### src/rtl/mem_access_pkg.sv
// Shared definitions for the mem_access load/store unit.
// Holds the opcode constants, funct3 width codes, FSM state enum and lane helpers.
package mem_access_pkg;

    localparam logic [6:0] OP_LOAD  = 7'b0000011;
    localparam logic [6:0] OP_STORE = 7'b0100011;

    localparam logic [2:0] F3_B  = 3'b000;
    localparam logic [2:0] F3_H  = 3'b001;
    localparam logic [2:0] F3_W  = 3'b010;
    localparam logic [2:0] F3_BU = 3'b100;
    localparam logic [2:0] F3_HU = 3'b101;

    typedef enum logic [1:0] {
        IDLE = 2'd0,
        REQ  = 2'd1,
        DONE = 2'd2
    } state_t;

    function automatic logic load_ok(input logic [2:0] f3);
        unique case (f3)
            F3_B, F3_H, F3_W, F3_BU, F3_HU: load_ok = 1'b1;
            default:                        load_ok = 1'b0;
        endcase
    endfunction

    function automatic logic store_ok(input logic [2:0] f3);
        unique case (f3)
            F3_B, F3_H, F3_W: store_ok = 1'b1;
            default:          store_ok = 1'b0;
        endcase
    endfunction

    function automatic logic [3:0] store_strb(input logic [2:0] f3,
                                              input logic [1:0] a);
        unique case (f3)
            F3_B:    store_strb = 4'b0001 << a;
            F3_H:    store_strb = a[1] ? 4'b1100 : 4'b0011;
            default: store_strb = 4'b1111;
        endcase
    endfunction

    function automatic logic [31:0] store_data(input logic [2:0]  f3,
                                               input logic [31:0] d);
        unique case (f3)
            F3_B:    store_data = {4{d[7:0]}};
            F3_H:    store_data = {2{d[15:0]}};
            default: store_data = d;
        endcase
    endfunction

    // True when the access is not naturally aligned for its size.
    function automatic logic misalign(input logic [2:0] f3,
                                      input logic [1:0] a);
        unique case (f3)
            F3_H, F3_HU: misalign = a[0];
            F3_W:        misalign = (a != 2'b00);
            default:     misalign = 1'b0;
        endcase
    endfunction

endpackage

### src/rtl/load_align.sv
// Combinational load data extract and sign/zero extension.
// Ports: rdata (bus word), addr_lo (byte offset), funct3 (width), data (result).
module load_align
    import mem_access_pkg::*;
(
    input  logic [31:0] rdata,
    input  logic [1:0]  addr_lo,
    input  logic [2:0]  funct3,
    output logic [31:0] data
);

    logic [7:0]  sel_b;
    logic [15:0] sel_h;

    always_comb begin
        sel_b = 8'h00;
        unique case (addr_lo)
            2'd0: sel_b = rdata[7:0];
            2'd1: sel_b = rdata[15:8];
            2'd2: sel_b = rdata[23:16];
            2'd3: sel_b = rdata[31:24];
            default: sel_b = 8'h00;
        endcase
        sel_h = addr_lo[1] ? rdata[31:16] : rdata[15:0];

        unique case (funct3)
            F3_B:    data = {{24{sel_b[7]}}, sel_b};
            F3_BU:   data = {24'h0, sel_b};
            F3_H:    data = {{16{sel_h[15]}}, sel_h};
            F3_HU:   data = {16'h0, sel_h};
            default: data = rdata;
        endcase
    end

endmodule

### src/rtl/mem_access.sv
// Memory-access stage: issues one data-bus load/store per request, with timeout.
// Ports: clk, rst (async active-low), valid_in/instruction/mem_alu_result/
// reg2_data in; mem_req/we/addr/wdata/wstrb out; mem_ready/rdata in;
// wb_data, done, busy, bus_err, misaligned out.
// Option: define MEM_MISALIGN_TRAP_EN to trap misaligned half/word accesses.
module mem_access
    import mem_access_pkg::*;
#(
    parameter int MAX_WAIT = 255
) (
    input  logic        clk,
    input  logic        rst,
    input  logic        valid_in,
    input  logic [31:0] instruction,
    input  logic [31:0] mem_alu_result,
    input  logic [31:0] reg2_data,
    output logic        mem_req,
    output logic        mem_we,
    output logic [31:0] mem_addr,
    output logic [31:0] mem_wdata,
    output logic [3:0]  mem_wstrb,
    input  logic        mem_ready,
    input  logic [31:0] mem_rdata,
    output logic [31:0] wb_data,
    output logic        done,
    output logic        busy,
    output logic        bus_err,
    output logic        misaligned
);

    localparam int CW = (MAX_WAIT > 1) ? $clog2(MAX_WAIT + 1) : 1;
    localparam logic [CW-1:0] LAST = CW'((MAX_WAIT > 0) ? MAX_WAIT - 1 : 0);

    state_t        state;
    logic [CW-1:0] cnt;
    logic [1:0]    addr_lo;
    logic [2:0]    f3_q;
    logic [31:0]   ld_data;

    logic [6:0] op;
    logic [2:0] f3;
    logic       is_ld;
    logic       is_st;
    logic       mis_hit;
    logic       timeout;
    logic       unused_bits;

    assign op      = instruction[6:0];
    assign f3      = instruction[14:12];
    assign is_ld   = (op == OP_LOAD) && load_ok(f3);
    assign is_st   = (op == OP_STORE) && store_ok(f3);
    // Abort on the edge the counter would reach MAX_WAIT.
    assign timeout = (MAX_WAIT != 0) && (cnt == LAST);

    assign unused_bits = ^{instruction[31:15], instruction[11:7]};

`ifdef MEM_MISALIGN_TRAP_EN
    logic mis_q;
    assign mis_hit    = (is_ld || is_st) && misalign(f3, mem_alu_result[1:0]);
    assign misaligned = mis_q;
`else
    assign mis_hit    = 1'b0;
    assign misaligned = 1'b0;
`endif

    load_align u_align (
        .rdata   (mem_rdata),
        .addr_lo (addr_lo),
        .funct3  (f3_q),
        .data    (ld_data)
    );

    always_ff @(posedge clk or negedge rst) begin
        if (!rst) begin
            state     <= IDLE;
            cnt       <= '0;
            addr_lo   <= 2'b00;
            f3_q      <= 3'b000;
            mem_req   <= 1'b0;
            mem_we    <= 1'b0;
            mem_addr  <= 32'h0;
            mem_wdata <= 32'h0;
            mem_wstrb <= 4'h0;
            wb_data   <= 32'h0;
            done      <= 1'b0;
            busy      <= 1'b0;
            bus_err   <= 1'b0;
`ifdef MEM_MISALIGN_TRAP_EN
            mis_q     <= 1'b0;
`endif
        end else begin
            unique case (state)
                IDLE: begin
                    if (valid_in) begin
                        busy <= 1'b1;
                        if ((is_ld || is_st) && !mis_hit) begin
                            state     <= REQ;
                            cnt       <= '0;
                            addr_lo   <= mem_alu_result[1:0];
                            f3_q      <= f3;
                            mem_req   <= 1'b1;
                            mem_we    <= is_st;
                            mem_addr  <= {mem_alu_result[31:2], 2'b00};
                            mem_wstrb <= is_st ? store_strb(f3, mem_alu_result[1:0]) : 4'h0;
                            mem_wdata <= is_st ? store_data(f3, reg2_data) : 32'h0;
                        end else if (mis_hit) begin
                            state   <= DONE;
                            done    <= 1'b1;
                            wb_data <= 32'h0;
`ifdef MEM_MISALIGN_TRAP_EN
                            mis_q   <= 1'b1;
`endif
                        end else begin
                            state   <= DONE;
                            done    <= 1'b1;
                            wb_data <= mem_alu_result;
                        end
                    end
                end
                REQ: begin
                    if (mem_ready || timeout) begin
                        state     <= DONE;
                        done      <= 1'b1;
                        mem_req   <= 1'b0;
                        mem_we    <= 1'b0;
                        mem_wstrb <= 4'h0;
                        mem_wdata <= 32'h0;
                        // Ready wins over a simultaneous timeout.
                        if (mem_ready) begin
                            wb_data <= mem_we ? 32'h0 : ld_data;
                        end else begin
                            wb_data <= 32'h0;
                            bus_err <= 1'b1;
                            cnt     <= cnt + CW'(1);
                        end
                    end else begin
                        cnt <= cnt + CW'(1);
                    end
                end
                DONE: begin
                    state   <= IDLE;
                    done    <= 1'b0;
                    busy    <= 1'b0;
                    bus_err <= 1'b0;
                    cnt     <= '0;
`ifdef MEM_MISALIGN_TRAP_EN
                    mis_q   <= 1'b0;
`endif
                end
                default: begin
                    state <= IDLE;
                    busy  <= 1'b0;
                    done  <= 1'b0;
                end
            endcase
        end
    end

endmodule

### config.mk
export PLATFORM = sky130hd
export DESIGN_NAME = mem_access
export DESIGN_NICKNAME = d
export VERILOG_FILES = /design/src/rtl/mem_access_pkg.sv /design/src/rtl/load_align.sv /design/src/rtl/mem_access.sv
export SDC_FILE = /design/constraint.sdc
export NUM_CORES = 1
export LEC_CHECK = 0
export ABC_AREA = 0
export CAP_MARGIN = 0
export CORE_ASPECT_RATIO = 0.9
export CORE_MARGIN = 2
export CORE_UTILIZATION = 44
export CTS_CLUSTER_SIZE = 30
export DETAILED_ROUTE_END_ITERATION = 8
export PLACE_DENSITY = 0.81
export SLEW_MARGIN = 0
export SYNTH_ARGS = -nofsm -noshare
export SYNTH_HDL_FRONTEND = slang
export SYNTH_SLANG_ARGS = --single-unit
### constraint.sdc
create_clock -name clk -period 2.3 [get_ports clk]
set_input_delay 0.46 -clock clk [delete_from_list [all_inputs] [get_ports clk]]
set_output_delay 0.46 -clock clk [all_outputs]
set_load 0.02 [all_outputs]
==> results.txt <==
- After global routing the overflow that remains totals 0.
* Maximum number of pins on one net before global-route repair: 119
- Across all layers, the routed design uses 5351 vias.
* Met1 usage: between 30% and 40%
- Die Wd: ~130 µm
- Nets@finish: just under 900
- Static timing analysis puts the maximum clock frequency at roughly 0.50 GHz.
- The final-report hold violation count came to 0.
- Number of buffers inserted by post-CTS setup repair: 0
* Layer with the highest usage: met2
* Average via count per standard cell: 5.729
- The worst path needs approximately 2.0 ns of the cycle, external delays included.
- DRT Pass-1 Iters: 6
- Placed Area: around 8300 µm²
- The number of buffers and inverters on the critical path is 0.
- Cell class contributing the biggest share of worst-path delay: compound AO/OA/AOI/OAI gates
* Data required time of the worst path: 2.64 ns
- For met3 alone, demand over resource in global routing was 9.240%.
* Clock-pin slew on the worst setup and hold paths: approximately 0.05 ns
- Final setup violation count: 0
- CP max FO: 16
- Vias in the first global route: ~5400
- Ys async rst share: 100.0%
* Yosys top cell by area: dfrtp_1
- Static Leakage: 3.854 nW
- At the pin with the least slew margin, the transition time is 1.064 ns.
- The slowest stage of the critical path is the dfrtp_1 cell.
* Final critical-path share of the clock period: between 80% and 90%
- Sequential area share after synthesis: 50.07%
- Once the floorplan was initialized, standard cells occupied roughly 45% of the core.
- The H-tree was split into 4 levels.
- Area of the core: roughly 13000 µm²
- Summed over all layers, the routed wires come to between 15 and 20 mm.
* Overall die area: between 10000 and 15000 µm²
- Walking the worst path, the cells encountered are nand2b_1 > or3b_4 > a21oi_4 > a22oi_1 > o21ai_1.
- Number of standard-cell rows in the floorplan: 40
- Vertical die dimension: 113.8 µm
* Synth-to-layout area growth: 50.56%
- The commonest cells after synthesis are dfrtp_1, nand2_1, o21ai_0, o21ai_1, mux2_2.
- Post-DP HPWL: about 13 mm
- ANT cells: 0
- In this run the biggest area consumer among cell types represents 50.07% of the synthesized area.
* Clk_skew: ~0.0084 ns
* Number of flops mapped to enable cells by yosys: 0
- Area used by sequential logic in the layout: roughly 3000 µm²
- TritonCTS built the clock tree.
* Max_slew headroom: 28.82%
* Cell area after synthesis: a little under 6000 µm²
* Critical path launch point type: register
* Cells taking the most area after synthesis: dfrtp_1, mux2_2, mux2_4
- Worst IR drop on VDD: 475.5 µV
- CP Class: reg2reg
* Top Ports: ~240
* Source-to-sink clock delay at the later pin of the worst-skew pair: 0.42 ns
- Summing all multi-input logic gate instances after layout gives between 2000 and 3000 µm².
* Hold/Removal Path Class: in2async
* Max incr delay on CP: between 0.5 and 0.6 ns
* Flops & latches, synth: ~120
* Number of antenna violations at the first check in global routing: 0
- For this design, the CTS-stage hold fixing added 0 buffers.
* Met2 Usage GRT: a little over two fifths
- Total power density per cell area: between 700 and 800 nW/µm²
- Including well taps, the total number of placed cells is 902.
- The tool flagged a number of max-cap violations equal to 0.
* Final cell area excluding filler cells: just under 9000 µm²
- In this run the deepest clock path goes through 2 buffers.
- The most used flip-flop cell after synthesis is dfrtp_1.
- GPL Wtd Cong: between 0.8 and 0.9
* Finished Layout Cells: just over 900
* IO Port Bufs: ~210
- Number of unique standard cell types used by synthesis: 60
- Cells with a size suffix above 1 make up between 15 and 20% of the layout.
- Fill count: around 960
* Antenna viol nets, final: 0
- The run finished with clean final reports.
- Post-Synthesis Cells: about 540
- After detailed routing, the average wire length per cell comes to 19.90 µm.
- Pins over their slew limit: 0
* Per-instance average area after synthesis: 10.94 µm²
* Unrepaired setup endpoints after global routing: no
- Total routing usage reported by global routing: about a quarter
* Root cell of the clock tree: clkbuf_16
- For the worst setup path, the data arrival time is approximately 2.4 ns.
- For this run, the number of Yosys warnings is 0.
- Type of element capturing the critical path: register
* CTS buffer count: 17
* Clock Sink Count: roughly 120
* Library cell with the highest instance count after synthesis: dfrtp_1
* Gates resized, CTS repair: 0
- DRC marker count from the first detailed-route iteration: 547
- DRC violation count after routing: 0
- Wire length of the first global-routing pass: between 20 and 30 mm
-- path summary, 6_finish.rpt --
check / slack [ns] / end / startpoint / depth (start not counted)
max in group asynchronous: 1.70 / done$_DFFE_PN0P_ / rst / 2
min in group clk: 0.49 / mem_wstrb[3]$_DFFE_PN0P_ / mem_wstrb[3]$_DFFE_PN0P_ / 1
hold reg to reg: 0.49 / mem_wstrb[3]$_DFFE_PN0P_ / mem_wstrb[3]$_DFFE_PN0P_ / 1
setup / recovery: 0.29 / wb_data[20]$_DFFE_PN0P_ / state[1]$_DFFE_PN0P_ / 5
setup reg to reg: 0.29 / wb_data[20]$_DFFE_PN0P_ / state[1]$_DFFE_PN0P_ / 5
hold / removal: 0.13 / mem_addr[16]$_DFFE_PN0P_ / rst / 2
-- layer usage --
| layer | vias to the layer above | routed length, µm |
|---|---|---|
| met5 | - | 0 |
| met2 | 314 | 8679 |
| met4 | 0 | 523 |
| met1 | 2579 | 7482 |
| li1 | 2417 | - |
| met3 | 41 | 1901 |
-- through the flow --
stage,TNS (ns),worst slack (ns),power [W],utilization [%],hold slack [ns]
2_1_floorplan,0,0.4846,0.002864,-,0.1644
6_report,0,0.2886,0.006273,67.20,0.1336
5_1_grt,0,0.1428,0.006493,67.20,0.1824
3_5_place_dp,-2.072,-0.09024,0.003541,62.51,0.4691
4_1_cts,0,0.2891,0.006308,67.20,0.1568
3_3_place_gp,-0.1932,-0.01761,0.003512,62.51,0.4659
-- cell type report --
type,count,share of cell area [%]
well taps,168,2.368
inverters,10,0.4228
multi-input cells,369,30.00
clock inverters,11,1.677
clock buffers,21,5.299
repair buffers,237,26.97
flip-flops and latches,118,33.26
-- cell families (layout without fill, tap and decap cells) --
kind of cell             count (synthesis)  count (layout)  share of synthesized area, %
XOR/XNOR                                 5               5                        0.7428
multiplexers                            57              57                         11.61
AO/OA/AOI/OAI                          188             188                         22.00
adder cells (fa/ha/maj)                  2               2                        0.4243
AND/OR/NAND/NOR                        114             114                         10.06
other                                    1               3                       0.06359
buffers and inverters                   54             279                         5.029
flip-flops                             118             118                         50.07
-- cells in the final DEF, fill, tap and decap left out, types with 16 or more instances in the layout --
cell type / synthesis / layout
a22oi_1: 20 / 20
a21o_1: 18 / 18
buf_4: 4 / 19
a22o_1: 16 / 16
clkbuf_16: 0 / 17
mux2_2: 26 / 26
o21ai_1: 27 / 27
o2bb2ai_1: 22 / 22
mux2_4: 16 / 16
clkdlybuf4s50_1: 0 / 211
o21ai_0: 38 / 38
nand2_1: 51 / 51
nor2_1: 21 / 21
dfrtp_1: 118 / 118
-- worst reg2reg max path, stage by stage, from the launching register on --
cell	delay, ns
dfrtp_1	0.51
nand2b_1	0.23
or3b_4	0.43
a21oi_4	0.41
a22oi_1	0.17
o21ai_1	0.18
-- where the power goes --
group / internal [W] / switching (W) / total, W
Combinational: 0.000610 / 0.000587 / 0.00120
Sequential: 0.00222 / 0.0000943 / 0.00232
Clock: 0.00179 / 0.000970 / 0.00276
-- registers in the layout, summed over array words and instances, names as in the netlist, 2 cells and up --
signal / flops
mem_wstrb: 4
mem_wdata: 32
cnt: 8
wb_data: 32
state: 2
mem_addr: 30
addr_lo: 2
f3_q: 3
Power figures use the tool's default switching activity.
